===== src/rtl/amp_bcd_entry_pkg.sv =====
// Shared constants, types and the reverse double-dabble step for amp_bcd_entry.
package amp_bcd_entry_pkg;

  localparam int         ONE_PERCENT = 163;
  localparam logic [3:0] ACTIVE_AMP  = 4'h2;
  localparam int         MAX_PCT     = 100;

  typedef enum logic [2:0] {
    IDLE,
    CHECK,
    CONVERT,
    MULT,
    DONE,
    ERR
  } state_t;

  typedef struct packed {
    logic [3:0] hundreds;
    logic [3:0] tens;
    logic [3:0] units;
  } bcd_t;

  // Work word is {hundreds, tens, units, bin[6:0]}; one step halves the BCD part.
  function automatic logic [18:0] rdd_step(input logic [18:0] w);
    logic [18:0] s;
    s = w >> 1;
    for (int d = 0; d < 3; d++) begin
      if (s[7+4*d +: 4] >= 4'd8) begin
        s[7+4*d +: 4] = s[7+4*d +: 4] - 4'd3;
      end
    end
    return s;
  endfunction

endpackage


===== src/rtl/amp_bcd_entry_if.sv =====
// Menu-side bus of the amplitude entry block: request, BCD value, status and results.
interface amp_bcd_entry_if;
  import amp_bcd_entry_pkg::*;

  logic        load;
  logic [3:0]  active;
  bcd_t        bcdIn;
  logic        busy;
  logic        done;
  logic        error;
  logic [6:0]  ampBIN;
  logic [13:0] ampDDS;

  modport master (
    output load, active, bcdIn,
    input  busy, done, error, ampBIN, ampDDS
  );

  modport slave (
    input  load, active, bcdIn,
    output busy, done, error, ampBIN, ampDDS
  );
endinterface


===== src/rtl/amp_bcd_entry_bcd_to_bin.sv =====
// Three-digit BCD to 7-bit binary converter, 7 reverse double-dabble steps.
module bcd_to_bin
  import amp_bcd_entry_pkg::*;
(
  input  logic       clk,
  input  logic       rst_n,
  input  logic       i_start,
  input  bcd_t       i_bcd,
  output logic       o_busy,
  output logic       o_done,
  output logic [6:0] o_bin
);

  logic [18:0] r_work;
  logic [2:0]  r_cnt;
  logic        r_busy;
  logic        r_done;

  // The start edge performs the first step, so the result is ready after 7 edges.
  always_ff @(posedge clk or negedge rst_n) begin
    if (!rst_n) begin
      r_work <= '0;
      r_cnt  <= '0;
      r_busy <= 1'b0;
      r_done <= 1'b0;
    end else begin
      r_done <= 1'b0;
      if (i_start) begin
        r_work <= rdd_step({i_bcd, 7'd0});
        r_cnt  <= 3'd1;
        r_busy <= 1'b1;
      end else if (r_busy) begin
        r_work <= rdd_step(r_work);
        if (r_cnt == 3'd6) begin
          r_cnt  <= 3'd0;
          r_busy <= 1'b0;
          r_done <= 1'b1;
        end else begin
          r_cnt <= r_cnt + 3'd1;
        end
      end
    end
  end

  assign o_busy = r_busy;
  assign o_done = r_done;
  assign o_bin  = r_work[6:0];

endmodule


===== src/rtl/amp_bcd_entry.sv =====
// Amplitude entry: validates a BCD percent, converts it and scales it to an AD9954 word.
// Optional macro AMP_CLAMP_EN clamps valid-digit values above 100 to 100 instead of erroring.
module amp_bcd_entry #(
  parameter int         ONE_PERCENT = amp_bcd_entry_pkg::ONE_PERCENT,
  parameter logic [3:0] ACTIVE_AMP  = amp_bcd_entry_pkg::ACTIVE_AMP
) (
  input  logic             clk,
  input  logic             rst_n,
  amp_bcd_entry_if.slave   bus
);
  import amp_bcd_entry_pkg::*;

  localparam logic [7:0] OP8 = ONE_PERCENT[7:0];

  state_t      r_state;
  bcd_t        r_bcd;
  logic        r_start;
  logic [6:0]  r_bin;
  logic [13:0] r_acc;
  logic [13:0] r_mcand;
  logic [2:0]  r_mul_cnt;
  logic        r_busy;
  logic        r_done;
  logic        r_error;
  logic [6:0]  r_amp_bin;
  logic [13:0] r_amp_dds;

  logic        w_conv_busy;
  logic        w_conv_done;
  logic [6:0]  w_bin;
  logic        w_digit_bad;
  logic        w_over;
  logic [13:0] w_acc_next;

  bcd_to_bin u_bcd_to_bin (
    .clk     (clk),
    .rst_n   (rst_n),
    .i_start (r_start),
    .i_bcd   (r_bcd),
    .o_busy  (w_conv_busy),
    .o_done  (w_conv_done),
    .o_bin   (w_bin)
  );

  assign w_digit_bad = (r_bcd.hundreds > 4'd9) || (r_bcd.tens > 4'd9) || (r_bcd.units > 4'd9);
  assign w_over      = (r_bcd.hundreds > 4'd1) ||
                       ((r_bcd.hundreds == 4'd1) && ((r_bcd.tens != 4'd0) || (r_bcd.units != 4'd0)));
  assign w_acc_next  = r_acc + (OP8[r_mul_cnt] ? r_mcand : 14'd0);

  always_ff @(posedge clk or negedge rst_n) begin
    if (!rst_n) begin
      r_state   <= IDLE;
      r_bcd     <= '0;
      r_start   <= 1'b0;
      r_bin     <= '0;
      r_acc     <= '0;
      r_mcand   <= '0;
      r_mul_cnt <= '0;
      r_busy    <= 1'b0;
      r_done    <= 1'b0;
      r_error   <= 1'b0;
      r_amp_bin <= '0;
      r_amp_dds <= '0;
    end else begin
      r_done  <= 1'b0;
      r_error <= 1'b0;
      r_start <= 1'b0;
      case (r_state)
        IDLE: begin
          if (bus.load && (bus.active == ACTIVE_AMP)) begin
            r_bcd   <= bus.bcdIn;
            r_busy  <= 1'b1;
            r_state <= CHECK;
          end
        end
        CHECK: begin
          if (w_digit_bad) begin
            r_state <= ERR;
          end else if (w_over) begin
`ifdef AMP_CLAMP_EN
            r_bcd   <= 12'h100;
            r_start <= 1'b1;
            r_state <= CONVERT;
`else
            r_state <= ERR;
`endif
          end else begin
            r_start <= 1'b1;
            r_state <= CONVERT;
          end
        end
        CONVERT: begin
          // First multiply step (multiplier bit 0) happens on the hand-over edge.
          if (w_conv_done && !w_conv_busy) begin
            r_bin     <= w_bin;
            r_acc     <= OP8[0] ? {7'd0, w_bin} : 14'd0;
            r_mcand   <= {6'd0, w_bin, 1'b0};
            r_mul_cnt <= 3'd1;
            r_state   <= MULT;
          end
        end
        MULT: begin
          r_acc     <= w_acc_next;
          r_mcand   <= r_mcand << 1;
          r_mul_cnt <= r_mul_cnt + 3'd1;
          if (r_mul_cnt == 3'd7) begin
            r_amp_dds <= w_acc_next;
            r_amp_bin <= r_bin;
            r_done    <= 1'b1;
            r_state   <= DONE;
          end
        end
        DONE: begin
          r_busy  <= 1'b0;
          r_state <= IDLE;
        end
        ERR: begin
          r_error <= 1'b1;
          r_busy  <= 1'b0;
          r_state <= IDLE;
        end
        default: begin
          r_busy  <= 1'b0;
          r_state <= IDLE;
        end
      endcase
    end
  end

  assign bus.busy   = r_busy;
  assign bus.done   = r_done;
  assign bus.error  = r_error;
  assign bus.ampBIN = r_amp_bin;
  assign bus.ampDDS = r_amp_dds;

endmodule


===== src/flat_wrapper.sv =====
// flat-port wrapper written by rule: the top's interface ports become plain ports
module amp_bcd_entry_flat import amp_bcd_entry_pkg::*;
#(
  parameter int         ONE_PERCENT = amp_bcd_entry_pkg::ONE_PERCENT,
  parameter logic [3:0] ACTIVE_AMP  = amp_bcd_entry_pkg::ACTIVE_AMP
)
  (clk, rst_n, bus_load, bus_active, bus_bcdIn, bus_busy, bus_done, bus_error, bus_ampBIN, bus_ampDDS);
  amp_bcd_entry_if bus_i ();
  input  logic clk;
  input  logic rst_n;
  input wire logic [$bits(bus_i.load)-1:0] bus_load;
  input wire logic [$bits(bus_i.active)-1:0] bus_active;
  input wire logic [$bits(bus_i.bcdIn)-1:0] bus_bcdIn;
  output wire logic [$bits(bus_i.busy)-1:0] bus_busy;
  output wire logic [$bits(bus_i.done)-1:0] bus_done;
  output wire logic [$bits(bus_i.error)-1:0] bus_error;
  output wire logic [$bits(bus_i.ampBIN)-1:0] bus_ampBIN;
  output wire logic [$bits(bus_i.ampDDS)-1:0] bus_ampDDS;
  assign bus_i.load = bus_load;
  assign bus_i.active = bus_active;
  assign bus_i.bcdIn = bus_bcdIn;
  assign bus_busy = bus_i.busy;
  assign bus_done = bus_i.done;
  assign bus_error = bus_i.error;
  assign bus_ampBIN = bus_i.ampBIN;
  assign bus_ampDDS = bus_i.ampDDS;
  amp_bcd_entry #(.ONE_PERCENT(ONE_PERCENT), .ACTIVE_AMP(ACTIVE_AMP)) u_core (.clk(clk), .rst_n(rst_n), .bus(bus_i));
endmodule

===== config.mk =====
export PLATFORM = sky130hd
export DESIGN_NAME = amp_bcd_entry_flat
export DESIGN_NICKNAME = d
export VERILOG_FILES = /design/src/rtl/amp_bcd_entry_pkg.sv /design/src/rtl/amp_bcd_entry_if.sv /design/src/rtl/amp_bcd_entry_bcd_to_bin.sv /design/src/rtl/amp_bcd_entry.sv /design/src/flat_wrapper.sv
export SDC_FILE = /design/constraint.sdc
export NUM_CORES = 1
export LEC_CHECK = 0
export ABC_AREA = 1
export CORE_MARGIN = 2
export CORE_UTILIZATION = 34
export CTS_CLUSTER_SIZE = 30
export DETAILED_ROUTE_END_ITERATION = 16
export HOLD_SLACK_MARGIN = 0.15
export SYNTH_ARGS = -nofsm -noshare
export SYNTH_HDL_FRONTEND = slang
export SYNTH_HIERARCHICAL = 1
export SYNTH_SLANG_ARGS = --single-unit

===== constraint.sdc =====
create_clock -name clk -period 2.1 [get_ports clk]
set_input_delay 0.42 -clock clk [delete_from_list [all_inputs] [get_ports clk]]
set_output_delay 0.42 -clock clk [all_outputs]
set_load 0.02 [all_outputs]

# Word level (Yosys, flattened, before mapping)
# Memory sizes are Yosys's and may differ from the RTL's.
# Index checks and enable logic that the tools add are counted.
[word_totals]
romBits = 8
latchBits = 0
elab_cells = 110
mem_bits_rw = 0
register_bits = 102
memories = 1
output_inout_bits = 24
input_bits = 19
[mem_list]
columns = ["name", "depth", "word_bits", "rd", "rd_ports_with_merged_regs", "wr", "line_no", "rtl"]
rows = [
  ["(no name shown)", 8, 1, 1, 0, 0, "amp_bcd_entry.sv:48", "assign w_acc_next = r_acc + (OP8[r_mul_cnt] ? r_mcand : 14'd0);"],
]
[op_classes]
div = 0
eq_ne = 11
bitwise_logic = 1
shift = 0
reduce_logical = 20
mux = 39
n_lt_le_gt_ge = 11
multipliers = 0
addsub = 9
[ops]
columns = ["cell", "n"]
rows = [
  ["case mux 14 bit (2 select lines)", 2],
  ["2-to-1 mux 14 bit", 3],
  ["2-to-1 mux 19 bit", 2],
  ["2-to-1 mux 3 bit", 9],
  ["2-to-1 mux 4 bit", 6],
  [">= comparator 4 bit, second input constant", 4],
  ["subtractor 4 x 2 -> 4 bit, second input constant", 4],
  ["adder 14 bit", 1],
  ["2-to-1 mux 1 bit", 14],
  ["> comparator 4 bit, second input constant", 3],
  ["case mux 3 bit (4 select lines)", 1],
  ["AND reduction 2 bit", 5],
  ["== test 3 bit, second input constant", 3],
  [">= comparator 3 x 4 -> 1 bit, second input constant", 2],
  ["nonzero test 4 bit", 2],
  ["subtractor 3 x 2 -> 4 bit, second input constant", 2],
  ["adder 3 x 1 -> 3 bit, second input constant", 2],
  ["== test 3 x 2 -> 1 bit, second input constant", 2],
  ["!= test 2 x 1 -> 1 bit, second input constant", 3],
  ["case mux 3 bit (2 select lines)", 1],
  ["== test 4 x 1 -> 1 bit, second input constant", 1],
  ["== test 4 x 2 -> 1 bit, second input constant", 1],
  ["> comparator 4 x 1 -> 1 bit, second input constant", 1],
  ["logical OR 1 bit", 4],
  ["10 further kinds", 13],
]

# Depth between registers and ports, before layout
[depth]
depth_word = 7
ltp_mapped = 16
mapped_depth_nobuf = 14

# Modules after synthesis
# Netlist, hierarchy kept.
[modules_own_cells]
columns = ["module", "instances", "area_each_um2", "cells_each", "seq_area_each_um2"]
rows = [
  ["amp_bcd_entry", 1, 3886.2, 465, 1926.8],
  ["bcd_to_bin", 1, 1380.1, 183, 575.6],
]

# Worst setup path before layout
# Ideal clock, no wire load.
[synth_timing]
path_type = "register to register"
startpoint = "reg u_core.r_mul_cnt[2]"
endpoint = "reg u_core.r_acc[9]"
arrival_time_ns = 2.040
required_ns = 1.982
setup_slack_ns = -0.058
setup_time_ns = 0.118
synth_period_minus_slack_ns = 2.158
path_buffers = 2
path_stages_with_launch = 15
path_cell_list = "dfrtp_1 > nand2_1 > o21ai_0 > inv_1 > clkbuf_1 > nor2_1 > ha_1 > buf_2 > nand3_1 > nand3_1 > nand2_1 > nand2_1 > or2_2 > nand3_1 > nand2_1"
[synth_via]
elab_chain_cells = 5
[synth_lines]
columns = ["item", "line_no", "rtl"]
rows = [
  ["start: declaration", "amp_bcd_entry.sv:21", "logic [2:0] r_mul_cnt;"],
  ["start signal: assignment", "amp_bcd_entry.sv:105", "r_mul_cnt <= r_mul_cnt + 3'd1;"],
  ["memory (8 x 1 bit)", "--", ""],
  ["2-to-1 mux 1 bit (implied by the code)", "amp_bcd_entry.sv:48", ""],
  ["2-to-1 mux 14 bit", "amp_bcd_entry.sv:48", ""],
  ["adder 14 bit", "amp_bcd_entry.sv:48", ""],
  ["case mux 14 bit (2 select lines)", "amp_bcd_entry.sv:68", "case (r_state)"],
  ["end signal: assignment", "amp_bcd_entry.sv:96", "r_acc <= OP8[0] ? {7'd0, w_bin} : 14'd0;"],
  ["end signal: assignment", "amp_bcd_entry.sv:103", "r_acc <= w_acc_next;"],
  ["end: declaration", "amp_bcd_entry.sv:19", "logic [13:0] r_acc;"],
]
# No other way between the ends. The select of a mux whose other input is x is not followed.
# A chain may end at the register's enable or synchronous reset.

# Final worst setup path
[layout_timing]
startpoint = "reg u_core.r_mul_cnt[2]"
endpoint = "reg u_core.r_amp_dds[9], in the netlist u_core/bus.ampDDS[9]"
[layout_via]
elab_chain_cells = 4
elab_cells_between_ends = 6
cone_classes = "add/sub: 1; eq/ne: 1; mux: 2; reduce/logical: 1; memory: 1"
[layout_lines]
columns = ["item", "line_no", "rtl"]
rows = [
  ["memory (8 x 1 bit)", "--", ""],
  ["2-to-1 mux 1 bit (implied by the code)", "amp_bcd_entry.sv:48", ""],
  ["2-to-1 mux 14 bit", "amp_bcd_entry.sv:48", ""],
  ["adder 14 bit", "amp_bcd_entry.sv:48", ""],
  ["end signal: assignment", "amp_bcd_entry.sv:107", "r_amp_dds <= w_acc_next;"],
  ["end: declaration", "amp_bcd_entry.sv:26", "logic [13:0] r_amp_dds;"],
]
# Parallel ways exist; a longest one is shown, timed or not. The select of a mux whose other input is x is not followed.

==> qor.csv <==
metric;value;unit
outcome;completed;
cts_tree;done;
synth_area_per_cell;8.13;µm²
drv_cap;0;
critPathMaxFanout;3;
num_vias;4325;
nets;748;
worst_slew_pin_slew;0.572;ns
cts_buffers;9;
syn_area;5270;µm²
hold_viol_final;0;
drt_pre_antenna_iters;6;
pwr-share-comb;0.437;
clock_power_share;0.204;
crit_slowest_cell;dfrtp_1;
cts-root-buf;clkbuf_16;
io_pins;43;
clkLatencyLatePin;0.35;ns
cp.arrival;2.30;ns
clock_skew;0.00771;ns
startpoint_type;flop;
final_antenna_net_count;0;
top_usage_layer;met2;
dp_hpwl;8.56;mm
ys_async_sr_fraction;1.00;
placementRows;45;
die_width;128;µm
endpoint_kind;flop;
drtIter0Drc;296;
core;15100;µm²
met1_usage;0.199;
path_cells;nand2_1, o21ai_2, inv_2, nor2_2, ha_2, fa_2, nand3_1, nand3_2, nand2_1, nand2_1, or2_2, nand3_1, nand2_1;
synth_fp_nets;690;
ys_seq_area_frac;0.475;
hold_path_class;flop to flop;
ys.flop_type;dfrtp_1;
path_clk_slew;0.07;ns
seqPwrFrac;0.359;
irDropWorstVdd;598;µV
slew_headroom;0.619;
grt_pass1_vias;4253;
powerDensity;1280;nW/µm²
dieArea;16500;µm²
ys_ff_latch;100;
fin_setup_tns;0;ns
drv_slew;0;
setup_viol;0;
final_util;0.426;
max_freq;486;MHz
totalWireLength;11.7;mm
drc;0;
netlist_instances;648;
ys_types;35;
crit_required;2.34;ns
die_y;128;µm
clk_path_buf_depth;2;
antenna_found_initial;0;
portBuffers;42;
period_needed;2.06;ns
switchingPower;3.35;mW
gp_congestion;0.865;
diodes;0;
timing.hold.ws;0.468;ns
synth.yosys.warnings;6;
cp_common_cell;nand2_1;
post-route-period-util;0.979;
cts.sinks;100;
wl_per_cell;13.1;µm
intPower;4.94;mW
met3_usage;0.0399;
p_leak;3.32;nW
area_growth;22.6;%
crit_type;flop to flop;
drive_gt1_frac;0.148;
grt-ovfl-total;0;
met2_usage;0.257;
viasPerCell;4.81;
slowest_delay;0.40;ns
n_fill_cell;1489;
grt_max_degree;44;
synth_edf_count;0;
initial_core_util;0.348;
grt_usage;0.154;
h-tree-depth;3;
swShare;0.404;
rsz0062_at_grt;true;
grt_pass1_wl;20.3;mm
synth_stat cells (3+ instances only):
cell,n,area share
xor2_1,4,0.0067
nor2_2,4,0.0048
o21ai_1,7,0.0067
clkbuf_1,3,0.0021
o21ai_0,21,0.020
nor3_1,5,0.0048
nand3_1,53,0.050
o211ai_1,7,0.010
o22ai_1,11,0.013
a22o_1,3,0.0050
inv_2,7,0.0050
inv_1,88,0.063
mux2_2,10,0.021
a21oi_1,12,0.011
dfrtp_1,100,0.48
nand2_1,214,0.15
buf_2,3,0.0029
nand4_1,6,0.0071
buf_4,12,0.017
buf_6,3,0.0064
ha_1,22,0.052
nor2_1,33,0.024
power groups by stage:
stage | clock network (mW) | registers [mW] | logic, mW
detailed placement | 0 | 2.98 | 3.29
global placement | 0 | 2.95 | 3.17
finish | 1.69 | 2.98 | 3.62
CTS | 1.74 | 2.96 | 3.40
floorplan | 0 | 2.90 | 2.45
global route | 1.82 | 3.06 | 4.13
through the flow:
| stage | power [mW] | worst slack, ns | area [µm²] | std cells |
|---|---|---|---|---|
| finish | 8.29 | 0.0444 | 6460 | 899 |
| global route | 9.01 | -0.0966 | 6460 | 899 |
| CTS | 8.10 | 0.0261 | 6290 | 894 |
| detailed placement | 6.28 | -0.0497 | 5940 | 876 |
| global placement | 6.12 | -0.0273 | 5940 | 876 |
| floorplan | 5.34 | 0.0355 | 5270 | 648 |
kinds of logic (layout without fill, tap and decap cells):
family / Yosys count / count (layout) / synth area share
compound gates: 65 / 65 / 0.0713
xor+xnor: 5 / 5 / 0.00832
fa+ha+maj: 23 / 23 / 0.0561
buf+inv: 117 / 180 / 0.0974
flops: 100 / 100 / 0.475
mux: 12 / 12 / 0.0271
simple gates: 326 / 326 / 0.265
metal layers:
layer	vias to the layer above	routed length (µm)
li1	2158	-
met1	2034	5380
met2	124	5650
met3	9	583
met4	0	127
met5	-	0
worst max-delay path, delay by kind of cell (launching register included):
| family | cells | cell delay, ns |
|---|---|---|
| and+or+nand+nor | 9 | 0.87 |
| adders and majority gates | 2 | 0.53 |
| DFF | 1 | 0.40 |
| buffers and inverters | 1 | 0.09 |
| AOI/OAI and AO/OA | 1 | 0.06 |
cell type report:
cell class,instances,area [µm²],share of cell area
flip-flops and latches,100,2500,0.387
well taps,188,235,0.0364
clock inverters,5,60.1,0.00930
repair buffers,68,648,0.100
inverters,96,363,0.0562
clock buffers,11,243,0.0376
multi-input cells,431,2410,0.373
state kept, by name, indices dropped and copies added (netlist names):
name and cells:
u_core/bus.ampDDS 14, u_core/bus.error 1, u_core/u_bcd_to_bin/o_busy 1, u_core/bus.done 1, u_core/u_bcd_to_bin/o_done 1, u_core/u_bcd_to_bin/r_cnt 3, u_core/r_start 1, u_core/bus.busy 1
u_core/u_bcd_to_bin/r_work 18, u_core/r_bcd 12, u_core/r_mcand 13, u_core/r_bin 7, u_core/bus.ampBIN 7, u_core/r_acc 14, u_core/r_state 3, u_core/r_mul_cnt 3
timing repair:
action,in CTS,in global routing
hold buffers,1,0
setup buffers,1,5
endpoints found under the hold margin,41,0
endpoints found under the setup margin,4,19
resized for setup,9,27
pin swaps,2,16
path summary, 6_finish.rpt:
path / start / to / slack [ns] / cells past startpoint
worst max-delay path: u_core/r_mul_cnt[2]$_DFFE_PN0P_ / u_core/bus.ampDDS[9]$_DFFE_PN0P_ / 0.04 / 13
worst min-delay path: u_core/bus.ampDDS[2]$_DFFE_PN0P_ / u_core/bus.ampDDS[2]$_DFFE_PN0P_ / 0.47 / 2
worst max register to register: u_core/r_mul_cnt[2]$_DFFE_PN0P_ / u_core/bus.ampDDS[9]$_DFFE_PN0P_ / 0.04 / 13
worst min register to register: u_core/bus.ampDDS[2]$_DFFE_PN0P_ / u_core/bus.ampDDS[2]$_DFFE_PN0P_ / 0.47 / 2
max in group asynchronous: rst_n / u_core/r_state[0]$_DFFE_PN0P_ / 0.89 / 3
min in group asynchronous: rst_n / u_core/r_bin[2]$_DFFE_PN0P_ / 0.61 / 2
cells in the final DEF (no fill, tap or decap), types with 3 or more instances in the layout:
cell             count
clkbuf_16            9
dfrtp_1            100
nand2_1            209
clkdlybuf4s50_1     41
o22ai_1             11
inv_2                8
nand3_2              3
nor2_2              13
inv_1               87
nor3_1               5
nand4_1              6
xor2_1               4
a21oi_2              3
nand2_2              6
nand3_1             50
o21ai_0             20
mux2_2              10
ha_4                 6
nor2_4               3
nor2_1              23
o211ai_1             7
o21ai_1              6
a22o_1               3
a21oi_1              9
ha_1                15
buf_4               23
No activity file was read; power rests on OpenSTA's default activity.
